==> src/rtl/led_indicator.sv <==
// rtl/led_indicator.sv - LED pattern generator: steady on/off, N-blink and minimum-duration flash
//
// Purpose: turns single-cycle commands from control logic into human-visible
// LED activity with tick-exact phase durations.
//
// Ports:
//   clk        system clock
//   reset      synchronous active-low reset (0 = reset)
//   cmd_valid  command present
//   cmd_ready  command can be accepted this cycle (S_OFF / S_ON only)
//   cmd_mode   00 off, 01 steady on, 10 blink cmd_count times, 11 flash
//   cmd_count  blink count for mode 10
//   led        registered LED drive, active-high
//   busy       timed sequence (blink or flash) in progress
//   done       one-cycle pulse when a timed sequence completes
module led_indicator #(
    parameter int TICK_CYCLES   = 1000000,
    parameter int BLINK_TICKS   = 10,
    parameter int STRETCH_TICKS = 5
) (
    input  logic       clk,
    input  logic       reset,
    input  logic       cmd_valid,
    output logic       cmd_ready,
    input  logic [1:0] cmd_mode,
    input  logic [3:0] cmd_count,
    output logic       led,
    output logic       busy,
    output logic       done
);

    localparam int PRES_W = $clog2(TICK_CYCLES);
    localparam int PH_MAX = (BLINK_TICKS > STRETCH_TICKS) ? BLINK_TICKS : STRETCH_TICKS;
    localparam int PH_W   = (PH_MAX > 1) ? $clog2(PH_MAX) : 1;

    localparam logic [PRES_W-1:0] PRES_TOP  = PRES_W'(TICK_CYCLES - 1);
    localparam logic [PH_W-1:0]   BLINK_TOP = PH_W'(BLINK_TICKS - 1);
    localparam logic [PH_W-1:0]   FLASH_TOP = PH_W'(STRETCH_TICKS - 1);

    typedef enum logic [2:0] {
        S_OFF       = 3'd0,
        S_ON        = 3'd1,
        S_BLINK_ON  = 3'd2,
        S_BLINK_OFF = 3'd3,
        S_FLASH     = 3'd4
    } state_t;

    state_t            state, state_d;
    logic [PRES_W-1:0] pres, pres_d;
    logic [PH_W-1:0]   phase, phase_d;
    logic [3:0]        blink, blink_d;
    logic              led_d, busy_d, done_d;

    logic accept;
    logic tick;
    logic phase_end;

    assign cmd_ready = (state == S_OFF) || (state == S_ON);
    assign accept    = cmd_valid && cmd_ready;
    assign tick      = (pres == '0);
    assign phase_end = tick && (phase == '0);

    // State and datapath register
    always_ff @(posedge clk) begin
        if (!reset) begin
            state <= S_OFF;
            pres  <= PRES_TOP;
            phase <= '0;
            blink <= '0;
            led   <= 1'b0;
            busy  <= 1'b0;
            done  <= 1'b0;
        end else begin
            state <= state_d;
            pres  <= pres_d;
            phase <= phase_d;
            blink <= blink_d;
            led   <= led_d;
            busy  <= busy_d;
            done  <= done_d;
        end
    end

    // Next-state and datapath update
    always_comb begin
        state_d = state;
        blink_d = blink;
        done_d  = 1'b0;
        phase_d = (tick && (phase != '0)) ? phase - 1'b1 : phase;

        // Every accepted command restarts the tick grid so the first phase is full length
        if (accept || tick) begin
            pres_d = PRES_TOP;
        end else begin
            pres_d = pres - 1'b1;
        end

        case (state)
            S_OFF, S_ON: begin
                if (accept) begin
                    case (cmd_mode)
                        2'b00: state_d = S_OFF;
                        2'b01: state_d = S_ON;
                        2'b10: begin
                            if (cmd_count != 4'd0) begin
                                state_d = S_BLINK_ON;
                                blink_d = cmd_count;
                                phase_d = BLINK_TOP;
                            end else begin
                                // Empty blink sequence completes immediately
                                state_d = S_OFF;
                                done_d  = 1'b1;
                            end
                        end
                        default: begin
                            // Flash always ends in S_OFF, even if launched from S_ON
                            state_d = S_FLASH;
                            phase_d = FLASH_TOP;
                        end
                    endcase
                end
            end
            S_BLINK_ON: begin
                if (phase_end) begin
                    state_d = S_BLINK_OFF;
                    blink_d = blink - 4'd1;
                    phase_d = BLINK_TOP;
                end
            end
            S_BLINK_OFF: begin
                if (phase_end) begin
                    if (blink == 4'd0) begin
                        state_d = S_OFF;
                        done_d  = 1'b1;
                    end else begin
                        state_d = S_BLINK_ON;
                        phase_d = BLINK_TOP;
                    end
                end
            end
            S_FLASH: begin
                if (phase_end) begin
                    state_d = S_OFF;
                    done_d  = 1'b1;
                end
            end
            default: begin
                state_d = S_OFF;
            end
        endcase
    end

    // Registered outputs are decoded from the next state
    always_comb begin
        led_d  = 1'b0;
        busy_d = 1'b0;
        case (state_d)
            S_ON:        led_d = 1'b1;
            S_BLINK_ON:  begin led_d = 1'b1; busy_d = 1'b1; end
            S_BLINK_OFF: busy_d = 1'b1;
            S_FLASH:     begin led_d = 1'b1; busy_d = 1'b1; end
            default:     led_d = 1'b0;
        endcase
    end

endmodule
==> config.mk <==
export PLATFORM = sky130hd
export DESIGN_NAME = led_indicator
export DESIGN_NICKNAME = d
export VERILOG_FILES = /design/src/rtl/led_indicator.sv
export SDC_FILE = /design/constraint.sdc
export NUM_CORES = 1
export LEC_CHECK = 0
export CAP_MARGIN = 20
export CORE_ASPECT_RATIO = 1.5
export CORE_MARGIN = 10
export CORE_UTILIZATION = 35
export DETAILED_ROUTE_END_ITERATION = 10
export GPL_TIMING_DRIVEN = 0
export PLACE_DENSITY = 0.57
export SLEW_MARGIN = 40
export SYNTH_ARGS = -nofsm -noshare
export SYNTH_HDL_FRONTEND = slang
export SYNTH_SLANG_ARGS = --single-unit
==> constraint.sdc <==
create_clock -name clk -period 3.9 [get_ports clk]
set_input_delay 0.585 -clock clk [delete_from_list [all_inputs] [get_ports clk]]
set_output_delay 0.585 -clock clk [all_outputs]
set_load 0.1 [all_outputs]
==> results.md <==
- IO Count: 13
- Crit start category: flip-flop
- Die W: about 78 µm
- Min-delay worst type: reg -> reg
- Kind of cell adding the most delay to the critical path: simple AND/OR/NAND/NOR gates
- Row count: 31
- Drt drc: 0
- H-tree Lvls: 2
- Crit. End Element: flip-flop
- Asr flop ratio synth: 0%
- Hold_ws: just under 0.4 ns
- Total CTS buffers: 5
- Final Max Tran Viols: 0
- Initial antenna violation count: 0
- Total grt overflow: 0
- Slowest-stage cell, CP: or4b_1
- Most common cell after layout, fill and taps aside: dfxtp_1
- Hold_sp: pres[0]$_SDFF_PP1_
- DIE AREA: between 8000 and 9000 µm²
- CP Cell Sequence: inv_1 > ha_1 > or4b_1 > clkbuf_1 > or4_1 > buf_2 > nor2_1 > a21oi_1 > o31a_1
- DIE HEIGHT: 106 µm
- Top-area cell type share of the netlist area: 39.2%
- Net count after synthesis: 223
- Routed length per instance: between 10 and 15 µm
- Least-Margin Pin Slew: 0.714 ns
- Synthesized flop and latch total: 34
- Syn. warnings: 0
- Area Growth Syn to Fin: 19.1%
- Router iterations before antenna repair: 4
- Dpl ws: about 1.2 ns
- Number of hold violations in the final report: 0
- Hold Buf Count CTS: 0
- Max stage delay on crit path: 0.44 ns
- Gpl congestion: 0.753
- Hold path cells: 1
- # clock sinks: 34
- Crit Path Category: reg -> reg
- Setup violators final: 0
- Worst reg2reg startpoint: pres[0]$_SDFF_PP1_
- PD cells: roughly 410 nW/µm²
- LEAKAGE: 0.717 nW
- Antenna-violating nets left: 0
- Final Critical Period: 2.69 ns
- Post-synth EDFFs: 0
- Slew margin rel.: a little over half
- Most frequent cells in the layout: dfxtp_1, nand2_1, nor2_1, xnor2_1
- TritonCTS clock tree: done
- Tcrit/Tclk final: between 60 and 70%
- Core area: between 4000 and 5000 µm²
- Buf/Inv on CP: 3
- Clock root cell: clkbuf_8
- Fin Setup TNS: 0 ns
- FMAX: ~370 MHz
- First-pass GRT wire length: around 7400 µm
- Share of layout cells above drive strength 1: 7.79%
- Post-CTS setup buffer count: 0
- Mapped Cells: around 210
- Antenna cells: 0
- # nets final: about 240
- Netlist cell types: 40
- Max clock buf depth: 2
- Worst-Skew Late Latency: 0.29 ns
- Pin count of the biggest net entering global routing: 12
- CP Max Fanout: 9
- GRT Util Overall: approximately 11%
- Vias in the first global route: 1579
- Worst Skew: roughly 0.0087 ns
- DP Wirelength: 3050 µm
- Worst setup margin: roughly 1.2 ns
- I/O Buffers: 12
- Req. time, crit path: between 4 and 5 ns
- Number of gates resized after cts: 0
- Cell taking the most area after synthesis: dfxtp_1
- Syn avg cell area: just over 8 µm²
- Max cap viols: 0
- Vias: between 1500 and 2000
- Number of DRC markers in iteration 0: 47
- Status: finished, final reports clean
- Starting Density: between 30% and 40%
- Clock slew at reported path FFs: 0.07 ns
- WHS Endpoint: pres[0]$_SDFF_PP1_
- R2R Setup Slk: 1.21 ns
- Synth Flop Type: dfxtp_1
- Via density per instance: slightly above 5
- DRT Wirelength: around 4000 µm
- Unrepaired setup endpoints after global routing: no
- Max VDD drop: around 0.22 mV
- Sequential share of the synthesized area: between 30% and 40%
- Post-route design area: roughly 2100 µm²
- Worst r2r path cells: 9
- Cell Area, Placed: 1920 µm²
- Worst path arrival time: ~2.9 ns
- Mapped Area: between 1500 and 2000 µm²
- RR Endpoint: led$_SDFF_PN0_
- Synth top area cells: dfxtp_1, xnor2_1, nand2_1, nor2_1, or4_1
-- logic make-up (layout without fill, tap and decap cells) --
| kind of cell | count (synthesis) | in the layout | synth area share, % |
|---|---|---|---|
| compound gates | 35 | 35 | 13.0 |
| xor+xnor | 18 | 18 | 9.07 |
| fa+ha+maj | 3 | 3 | 2.16 |
| buf+inv | 15 | 35 | 3.38 |
| flops | 34 | 34 | 39.2 |
| mux | 3 | 3 | 1.73 |
| simple gates | 103 | 103 | 31.5 |
-- per-stage QoR --
step / utilization [%] / power [mW] / cells
after floorplan: - / 0.433 / 211
after global placement: 40.3 / 0.464 / 289
after detailed placement: 39.9 / 0.461 / 289
after CTS: 42.9 / 0.867 / 297
after global routing: 43.0 / 0.893 / 297
final: 43.0 / 0.856 / 297
-- metal layers --
| metal | GRT usage (%) | wire [µm] |
|---|---|---|
| met1 | 11.9 | 1750 |
| met2 | 19.2 | 2050 |
| met3 | 2.61 | 103 |
| met4 | 4.71 | 80 |
| met5 | 0 | 0 |
-- power breakdown --
part,total [mW],switching (mW),internal (mW)
clock,0.403,0.130,0.273
combinational,0.0905,0.0602,0.0303
sequential,0.363,0.00681,0.356
-- flip-flops by register name, summed over array words and instances, names as in the netlist --
register  flops
pres         20
blink         4
phase         4
state         3
busy          1
done          1
led           1
-- area by class of cell --
class / instances / area [µm²]
buffer: 7 / 28.8
clock buffer: 6 / 82.6
clock inverter: 2 / 60.1
fill: 520 / 2740
inverter: 8 / 30.0
multi-input combinational: 162 / 1000
sequential: 34 / 681
tap: 66 / 82.6
timing repair buffer: 12 / 100
-- worst max path at each step --
stage                       startpoint                    end  slack, ns  cells past startpoint
floorplan           pres[0]$_SDFF_PP1_    phase[0]$_SDFF_PN0_       1.44                      9
global placement             cmd_valid  blink[1]$_SDFFE_PN0P_       1.17                      6
detailed placement           cmd_valid  blink[1]$_SDFFE_PN0P_       1.17                      6
CTS                 pres[0]$_SDFF_PP1_         led$_SDFF_PN0_       1.19                      9
global route        pres[0]$_SDFF_PP1_        done$_SDFF_PN0_       1.00                      9
finish              pres[0]$_SDFF_PP1_         led$_SDFF_PN0_       1.21                      9
-- cells in the mapped netlist (6+ instances only) --
cell type,instances
a21oi_1,7
dfxtp_1,34
nand2_1,27
nand3_1,6
inv_1,8
nor4_1,6
or4_1,7
xnor2_1,13
nor2_1,21
nor3_1,7
o21ai_0,8
Power figures use the tool's default switching activity.
